<file path="src/rtl/ht1632_pkg.sv">
// ============================================================================
// Module      : ht1632_pkg
// Description : Shared constants, FSM encoding and field widths for ht1632_rx.
// Revision    : 1.0 - initial release
// ============================================================================
`timescale 1ns/1ps
`default_nettype none

package ht1632_pkg;

  localparam int c_RAM_DEPTH = 96;

  localparam logic [2:0] c_ID_CMD   = 3'b100;
  localparam logic [2:0] c_ID_WRITE = 3'b101;

  localparam logic [7:0] c_CMD_SYS_DIS   = 8'h00;
  localparam logic [7:0] c_CMD_SYS_EN    = 8'h01;
  localparam logic [7:0] c_CMD_LED_OFF   = 8'h02;
  localparam logic [7:0] c_CMD_LED_ON    = 8'h03;
  localparam logic [7:0] c_CMD_BLINK_OFF = 8'h08;
  localparam logic [7:0] c_CMD_BLINK_ON  = 8'h09;
  localparam logic [3:0] c_CMD_PWM_HI    = 4'hA;

  typedef enum logic [2:0] {
    S_IDLE = 3'd0,
    S_ID   = 3'd1,
    S_CMD  = 3'd2,
    S_ADDR = 3'd3,
    S_DATA = 3'd4,
    S_ERR  = 3'd5
  } state_t;

  // Number of serial bits making up one field in each receiving state.
  function automatic logic [3:0] field_len(input state_t s);
    case (s)
      S_ID:    return 4'd3;
      S_CMD:   return 4'd9;
      S_ADDR:  return 4'd7;
      S_DATA:  return 4'd4;
      default: return 4'd0;
    endcase
  endfunction

endpackage

`default_nettype wire

</file>
<file path="src/rtl/ht1632_edge_sync.sv">
// ============================================================================
// Module      : ht1632_edge_sync
// Description : Multi-flop synchronizer with rising/falling edge detection.
// Revision    : 1.0 - initial release
// ============================================================================
`timescale 1ns/1ps
`default_nettype none

module ht1632_edge_sync #(
  parameter int   SYNC_STAGES = 2,
  parameter logic RESET_VAL   = 1'b0
) (
  input  logic clk,
  input  logic rst,
  input  logic i_async,
  output logic o_level,
  output logic o_rise,
  output logic o_fall
);

  localparam int c_FILL = SYNC_STAGES + 1;
  localparam int c_CW   = $clog2(c_FILL + 1);

  logic [SYNC_STAGES-1:0] r_sync;
  logic                   r_prev;
  logic [c_CW-1:0]        r_fill;
  logic                   w_filled;

  generate
    if (SYNC_STAGES == 1) begin : g_single
      always_ff @(posedge clk) begin
        if (rst) r_sync <= RESET_VAL;
        else     r_sync <= i_async;
      end
    end else begin : g_chain
      always_ff @(posedge clk) begin
        if (rst) r_sync <= {SYNC_STAGES{RESET_VAL}};
        else     r_sync <= {r_sync[SYNC_STAGES-2:0], i_async};
      end
    end
  endgenerate

  // Edges are suppressed until the chain holds only real samples, so a line
  // already active when reset releases never looks like a fresh edge.
  always_ff @(posedge clk) begin
    if (rst) begin
      r_prev <= RESET_VAL;
      r_fill <= '0;
    end else begin
      r_prev <= r_sync[SYNC_STAGES-1];
      if (!w_filled) r_fill <= r_fill + c_CW'(1);
    end
  end

  assign w_filled = (r_fill == c_CW'(c_FILL));
  assign o_level  = r_sync[SYNC_STAGES-1];
  assign o_rise   = w_filled &  o_level & ~r_prev;
  assign o_fall   = w_filled & ~o_level &  r_prev;

endmodule

`default_nettype wire

</file>
<file path="src/rtl/ht1632_rx.sv">
// ============================================================================
// Module      : ht1632_rx
// Description : HT1632 serial-bus receiver: command decode and display RAM.
//               Define HT1632_RX_STATUS_EN to track status from commands.
// Revision    : 1.0 - initial release
// ============================================================================
`timescale 1ns/1ps
`default_nettype none

module ht1632_rx
  import ht1632_pkg::*;
#(
  parameter int SYNC_STAGES = 2,
  parameter int RAM_DEPTH   = c_RAM_DEPTH
) (
  input  logic       clk,
  input  logic       rst,
  input  logic       cs,
  input  logic       write,
  input  logic       data,
  output logic       cmd_valid,
  output logic [7:0] cmd_code,
  output logic       ram_wr_en,
  output logic [6:0] ram_wr_addr,
  output logic [3:0] ram_wr_nibble,
  input  logic [6:0] rd_addr,
  output logic [3:0] rd_data,
  output logic       busy,
  output logic       frame_done,
  output logic       frame_err,
  output logic       sys_en,
  output logic       led_on,
  output logic       blink_on,
  output logic [3:0] pwm_level
);

  logic w_cs_lvl, w_cs_rise, w_cs_fall;
  logic w_wr_rise, w_wr_level_unused, w_wr_fall_unused;
  logic w_data_lvl, w_data_rise_unused, w_data_fall_unused;

  ht1632_edge_sync #(.SYNC_STAGES(SYNC_STAGES), .RESET_VAL(1'b1)) u_sync_cs (
    .clk(clk), .rst(rst), .i_async(cs),
    .o_level(w_cs_lvl), .o_rise(w_cs_rise), .o_fall(w_cs_fall)
  );
  ht1632_edge_sync #(.SYNC_STAGES(SYNC_STAGES), .RESET_VAL(1'b1)) u_sync_wr (
    .clk(clk), .rst(rst), .i_async(write),
    .o_level(w_wr_level_unused), .o_rise(w_wr_rise), .o_fall(w_wr_fall_unused)
  );
  ht1632_edge_sync #(.SYNC_STAGES(SYNC_STAGES), .RESET_VAL(1'b0)) u_sync_data (
    .clk(clk), .rst(rst), .i_async(data),
    .o_level(w_data_lvl), .o_rise(w_data_rise_unused), .o_fall(w_data_fall_unused)
  );

  state_t     r_state;
  logic [3:0] r_cnt;
  logic [7:0] r_shift;
  logic [6:0] r_ptr;
  logic       r_cmd_valid, r_ram_wr_en, r_busy, r_frame_done, r_frame_err;
  logic [7:0] r_cmd_code;
  logic [6:0] r_ram_wr_addr;
  logic [3:0] r_ram_wr_nibble;
  logic [3:0] r_rd_data;
  logic [3:0] r_mem [RAM_DEPTH];

  logic       w_take, w_field_done, w_id_bad;
  logic [8:0] w_shift_next;
  logic [3:0] w_cnt_inc, w_cnt_after;
  logic [6:0] w_addr_wrap, w_ptr_inc;

  // A bit arriving in the same clk as cs rising still belongs to the frame.
  assign w_take       = w_wr_rise && (!w_cs_lvl || w_cs_rise) &&
                        (r_state inside {S_ID, S_CMD, S_ADDR, S_DATA});
  assign w_shift_next = {r_shift, w_data_lvl};
  assign w_cnt_inc    = r_cnt + 4'd1;
  assign w_field_done = w_take && (w_cnt_inc == field_len(r_state));
  assign w_cnt_after  = w_take ? (w_field_done ? 4'd0 : w_cnt_inc) : r_cnt;
  assign w_id_bad     = w_field_done && (r_state == S_ID) &&
                        (w_shift_next[2:0] != c_ID_CMD) &&
                        (w_shift_next[2:0] != c_ID_WRITE);
  assign w_addr_wrap  = 7'(32'(w_shift_next[6:0]) % RAM_DEPTH);
  assign w_ptr_inc    = (32'(r_ptr) == RAM_DEPTH - 1) ? 7'd0 : r_ptr + 7'd1;

  always_ff @(posedge clk) begin
    if (rst) begin
      r_state         <= S_IDLE;
      r_cnt           <= '0;
      r_shift         <= '0;
      r_ptr           <= '0;
      r_cmd_valid     <= 1'b0;
      r_cmd_code      <= '0;
      r_ram_wr_en     <= 1'b0;
      r_ram_wr_addr   <= '0;
      r_ram_wr_nibble <= '0;
      r_busy          <= 1'b0;
      r_frame_done    <= 1'b0;
      r_frame_err     <= 1'b0;
    end else begin
      r_cmd_valid  <= 1'b0;
      r_ram_wr_en  <= 1'b0;
      r_frame_done <= 1'b0;
      r_frame_err  <= 1'b0;
      if (w_cs_fall) begin
        r_state <= S_ID;
        r_cnt   <= '0;
        r_busy  <= 1'b1;
      end else if (r_state != S_IDLE) begin
        if (w_take) begin
          r_shift <= w_shift_next[7:0];
          r_cnt   <= w_cnt_after;
          if (w_field_done) begin
            case (r_state)
              S_ID: begin
                if (w_id_bad) begin
                  r_state     <= S_ERR;
                  r_frame_err <= 1'b1;
                end else if (w_shift_next[2:0] == c_ID_CMD) begin
                  r_state <= S_CMD;
                end else begin
                  r_state <= S_ADDR;
                end
              end
              S_CMD: begin
                r_cmd_valid <= 1'b1;
                r_cmd_code  <= w_shift_next[8:1];
              end
              S_ADDR: begin
                r_ptr   <= w_addr_wrap;
                r_state <= S_DATA;
              end
              S_DATA: begin
                r_ram_wr_en     <= 1'b1;
                r_ram_wr_addr   <= r_ptr;
                r_ram_wr_nibble <= w_shift_next[3:0];
                r_ptr           <= w_ptr_inc;
              end
              default: ;
            endcase
          end
        end
        // A bad ID already raised frame_err; the close stays silent then.
        if (w_cs_rise) begin
          r_state <= S_IDLE;
          r_cnt   <= '0;
          r_busy  <= 1'b0;
          if (r_state != S_ERR && !w_id_bad) begin
            if (w_cnt_after == 4'd0) r_frame_done <= 1'b1;
            else                     r_frame_err  <= 1'b1;
          end
        end
      end
    end
  end

  always_ff @(posedge clk) begin
    if (r_ram_wr_en) r_mem[r_ram_wr_addr] <= r_ram_wr_nibble;
  end

  always_ff @(posedge clk) begin
    if (rst)                          r_rd_data <= '0;
    else if (32'(rd_addr) < RAM_DEPTH) r_rd_data <= r_mem[rd_addr];
    else                              r_rd_data <= '0;
  end

  assign cmd_valid     = r_cmd_valid;
  assign cmd_code      = r_cmd_code;
  assign ram_wr_en     = r_ram_wr_en;
  assign ram_wr_addr   = r_ram_wr_addr;
  assign ram_wr_nibble = r_ram_wr_nibble;
  assign rd_data       = r_rd_data;
  assign busy          = r_busy;
  assign frame_done    = r_frame_done;
  assign frame_err     = r_frame_err;

`ifdef HT1632_RX_STATUS_EN
  logic       r_sys_en, r_led_on, r_blink_on;
  logic [3:0] r_pwm_level;

  always_ff @(posedge clk) begin
    if (rst) begin
      r_sys_en    <= 1'b0;
      r_led_on    <= 1'b0;
      r_blink_on  <= 1'b0;
      r_pwm_level <= '0;
    end else if (r_cmd_valid) begin
      case (r_cmd_code)
        c_CMD_SYS_DIS:   r_sys_en   <= 1'b0;
        c_CMD_SYS_EN:    r_sys_en   <= 1'b1;
        c_CMD_LED_OFF:   r_led_on   <= 1'b0;
        c_CMD_LED_ON:    r_led_on   <= 1'b1;
        c_CMD_BLINK_OFF: r_blink_on <= 1'b0;
        c_CMD_BLINK_ON:  r_blink_on <= 1'b1;
        default: begin
          if (r_cmd_code[7:4] == c_CMD_PWM_HI) r_pwm_level <= r_cmd_code[3:0];
        end
      endcase
    end
  end

  assign sys_en    = r_sys_en;
  assign led_on    = r_led_on;
  assign blink_on  = r_blink_on;
  assign pwm_level = r_pwm_level;
`else
  assign sys_en    = 1'b0;
  assign led_on    = 1'b0;
  assign blink_on  = 1'b0;
  assign pwm_level = 4'd0;
`endif

endmodule

`default_nettype wire

</file>
<file path="config.mk">
export PLATFORM = sky130hd
export DESIGN_NAME = ht1632_rx
export DESIGN_NICKNAME = d
export VERILOG_FILES = /design/src/rtl/ht1632_pkg.sv /design/src/rtl/ht1632_edge_sync.sv /design/src/rtl/ht1632_rx.sv
export SDC_FILE = /design/constraint.sdc
export NUM_CORES = 1
export LEC_CHECK = 0
export ABC_AREA = 1
export ABC_CLOCK_PERIOD_IN_PS = 5300
export CAP_MARGIN = 10
export CELL_PAD_IN_SITES_DETAIL_PLACEMENT = 2
export CELL_PAD_IN_SITES_GLOBAL_PLACEMENT = 2
export CORE_UTILIZATION = 46
export CTS_BUF_LIST = sky130_fd_sc_hd__clkbuf_8
export DETAILED_ROUTE_END_ITERATION = 8
export PLACE_DENSITY = 0.88
export SLEW_MARGIN = 5
export SYNTH_ARGS = -nofsm -noshare
export SYNTH_HDL_FRONTEND = slang
export SYNTH_SLANG_ARGS = --single-unit
export TNS_END_PERCENT = 100
</file>
<file path="constraint.sdc">
create_clock -name clk -period 5.3 [get_ports clk]
set_input_delay 1.59 -clock clk [delete_from_list [all_inputs] [get_ports clk]]
set_output_delay 1.59 -clock clk [all_outputs]
set_load 0.005 [all_outputs]
</file>
==> results.sh <==
export IMPL_routed_wire_length_um=73900
export IMPL_synth_xor_area_share=0.00235
export IMPL_dp_worst_setup_slack_ps=1120
export IMPL_gp_congestion=0.844
export IMPL_syn_avg_cell_area_sq_um=10.5
export IMPL_min_from="u_sync_wr.r_sync[0]$_SDFF_PP1_"
export IMPL_critical_path_startpoint="rd_addr[0]"
export IMPL_die_area_sq_um=41400
export IMPL_hold_violations=0
export IMPL_maximum_number_of_pins_on_one_net_before_global_route_repair=97
export IMPL_cts_root_to_sink_buffers=3
export IMPL_num_nets_final=1850
export IMPL_layout_cells_non_filler=2422
export IMPL_clkLatencyLatePin_ps=690
export IMPL_leakagePower_nw=7.47
export IMPL_dp_final_hpwl_um=42500
export IMPL_powerDensity_nw_per_um2=355
export IMPL_timing_final_crit_period_ps=3830
export IMPL_drc_errors=0
export IMPL_cts_tree="built"
export IMPL_path_type_of_the_worst_min_delay_path="reg2reg"
export IMPL_detailed_router_s_first_iteration_violation_count=1412
export IMPL_synth_adder_area_share=0.00268
export IMPL_drt_pass1_iter_count=6
export IMPL_most_common_cell_in_the_netlist="nand2_1"
export IMPL_synthTopCellsByArea="edfxtp_1 62%, nand2_1 10%, nand3_1 7.6%, dfxtp_1 6.7%, nor2_1 3.6%"
export IMPL_grt_use_total=0.364
export IMPL_ctsRootBufferMaster="clkbuf_8"
export IMPL_synth_yosys_seq_area_share=0.685
export IMPL_yosys_most_used_dff="edfxtp_1"
export IMPL_netlist_area_leader_share=0.618
export IMPL_port_buffer_count=39
export IMPL_critPathKind="in2reg"
export IMPL_top_level_ports=47
export IMPL_crit_path_top_delay_cell="o31ai_1"
export IMPL_detail_route_wl_per_cell_um=30.5
export IMPL_die_height_um=203
export IMPL_timing_final_max_slew_violations=0
export IMPL_worst_ir_drop_vdd_v=0.000224
export IMPL_final_critical_path_setup_slack_ps=1470
export IMPL_place_detailed_instances=2280
export IMPL_synth_edff_count=384
export IMPL_area_growth_pct=12.7
export IMPL_synth_commonest_cells="517 x nand2_1, 384 x edfxtp_1, 285 x nand3_1"
export IMPL_postSynthCellCount=1784
export IMPL_gr_total_overflow=0
export IMPL_rows=73
export IMPL_tightest_pin_transition_ps=1170
export IMPL_floorplan_core_area_sq_um=39800
export IMPL_sinks_on_the_clock_net=446
export IMPL_post_drt_via_cell_ratio=6.13
export IMPL_clock_fmax_mhz=261
export IMPL_final_layout_size_suffix_gt1_frac=0.0860
export IMPL_path_max_fanout=96
export IMPL_holdBufCountCts=0
export IMPL_crit_path_cell_trace="buf_4 -> inv_4 -> buf_12 -> nand2_1 -> a21oi_1 -> o31ai_1 -> nand3_1 -> nand3_1 -> a21oi_1"
export IMPL_ys_ff_latch=446
export IMPL_headroom_to_the_max_slew_limit=0.220
export IMPL_crit_path_max_incr_delay_ps=800
export IMPL_synthDistinctLibCells=37
export IMPL_cts_setup_buffers=0
export IMPL_synth_top_family_by_area="simple AND/OR/NAND/NOR gates"
export IMPL_grt_pass1_wl_um=109000
export IMPL_totalPowerFinal_mw=7.45
export IMPL_tns_ps=0
export IMPL_critical_path_startpoint_type="input pin"
export IMPL_vias=14800
export IMPL_mappedNetlistArea_sq_um=18600
export IMPL_critPathArrivalTime_ps=4330
export IMPL_netlist_top_cell_by_area="edfxtp_1"
export IMPL_compound_cell_area_share_of_the_yosys_netlist=0.0436
export IMPL_critical_path_buffers_and_inverters=3
export IMPL_initial_core_util=0.468
export IMPL_number_of_levels_the_h_tree_was_split_into=3
export IMPL_clock_skew_final_ps=52.1
export IMPL_worstPathRequired_ps=5800
export IMPL_critical_path_top_delay_family="compound AO/OA/AOI/OAI gates"
export IMPL_ant_nets=0
export IMPL_grt_setup_unrepaired="false"
export IMPL_cts_repair_resize_count=0
export IMPL_end_kind="register"
export IMPL_cts_buffers_inserted=77
export IMPL_number_of_maximum_capacitance_constraint_violations=0
export IMPL_yosys_area_share_simple=0.230
export IMPL_post_route_period_util=0.723
export IMPL_die_w_um=203
export IMPL_grt_antenna_before_repair=3
export IMPL_async_flop_share=0
export IMPL_first_global_vias=16300
export IMPL_regToRegStartpoint="ram_wr_addr[0]$_SDFFE_PP0P_"
export IMPL_setup_viol_count_final=0
export IMPL_muxShareOfSynthArea=0
export IMPL_synth_warning_count=0
export IMPL_result_of_the_run="completed"
export IMPL_clkSlewWorstSetupHoldPaths_ps=60
==> state kept, by name, indices dropped and copies added, names as in the netlist <==
| signal | cells |
|---|---|
| u_sync_cs.r_prev | 1 |
| r_state | 3 |
| frame_done | 1 |
| ram_wr_en | 1 |
| u_sync_wr.r_prev | 1 |
| r_mem | 384 |
| busy | 1 |
| frame_err | 1 |
| ram_wr_addr | 7 |
| r_ptr | 7 |
| u_sync_data.r_sync | 2 |
| cmd_valid | 1 |
| r_shift | 8 |
| u_sync_wr.r_fill | 2 |
| rd_data | 4 |
| u_sync_cs.r_sync | 2 |
| cmd_code | 8 |
| r_cnt | 4 |
| ram_wr_nibble | 4 |
| u_sync_wr.r_sync | 2 |
| u_sync_cs.r_fill | 2 |
==> report_power, final <==
part | switching (mW) | internal [mW] | leakage (nW)
Clock | 1.59 | 1.66 | 0.866
Combinational | 0.314 | 0.111 | 3.22
Sequential | 0.00943 | 3.77 | 3.38
Total | 1.91 | 5.54 | 7.47
==> path summary, 6_finish.rpt <==
check	endpoint	depth (start not counted)	slack [ps]
max	rd_data[3]$_SDFF_PP0_	9	1470
min	u_sync_wr.r_sync[1]$_SDFF_PP1_	1	410
max reg2reg	r_mem[17][3]$_DFFE_PP_	4	2450
min reg2reg	u_sync_wr.r_sync[1]$_SDFF_PP1_	1	410
==> metal layers <==
| layer | up-vias | GRT usage | wire (um) |
|---|---|---|---|
| li1 | 6246 | - | - |
| met3 | 236 | 0.0749 | 5230 |
| met1 | 7612 | 0.434 | 28100 |
| met5 | - | 0 | 33 |
| met4 | 4 | 0.186 | 3660 |
| met2 | 744 | 0.623 | 36900 |
==> cells by family after synthesis <==
group,after synthesis
other cells,1
compound gates,148
fa+ha+maj,4
flops,446
buf+inv,164
xor+xnor,5
simple gates,1016
==> area by class of cell <==
type / count / area [sq um]
Sequential cell: 446 / 12800
Tap cell: 525 / 657
Fill cell: 4004 / 18800
Timing Repair Buffer: 61 / 576
Multi-Input combinational cell: 1180 / 5220
Inverter: 68 / 258
Clock inverter: 52 / 298
Clock buffer: 88 / 1210
Antenna cell: 2 / 5.00
==> layout by cell type, fill, tap and decap left out, types with 3 or more instances in the layout <==
cell,count
nand2_1,517
clkbuf_8,88
a21oi_1,68
ha_1,4
clkinvlp_4,3
conb_1,7
nor2_2,3
o21ai_0,48
edfxtp_1,384
buf_4,22
nand3_1,285
inv_2,9
dfxtp_1,58
o21ai_1,7
inv_1,84
dfxtp_4,4
clkinv_1,13
nor2_1,178
nor3_1,12
clkinv_2,6
nand3_2,4
or2_2,7
xor2_1,4
bufinv_16,3
o31ai_1,16
nand2_2,4
clkdlybuf4s50_1,37
==> metrics by stage <==
step           hold slack [ps]   util  area, sq um
2_1_floorplan              388      -        18700
3_3_place_gp               394  0.490        19500
3_5_place_dp               400  0.490        19500
4_1_cts                    416  0.527        21000
5_1_grt                    422  0.527        21000
6_report                   409  0.528        21000
Note: power is estimated with default switching activity, not from simulation.
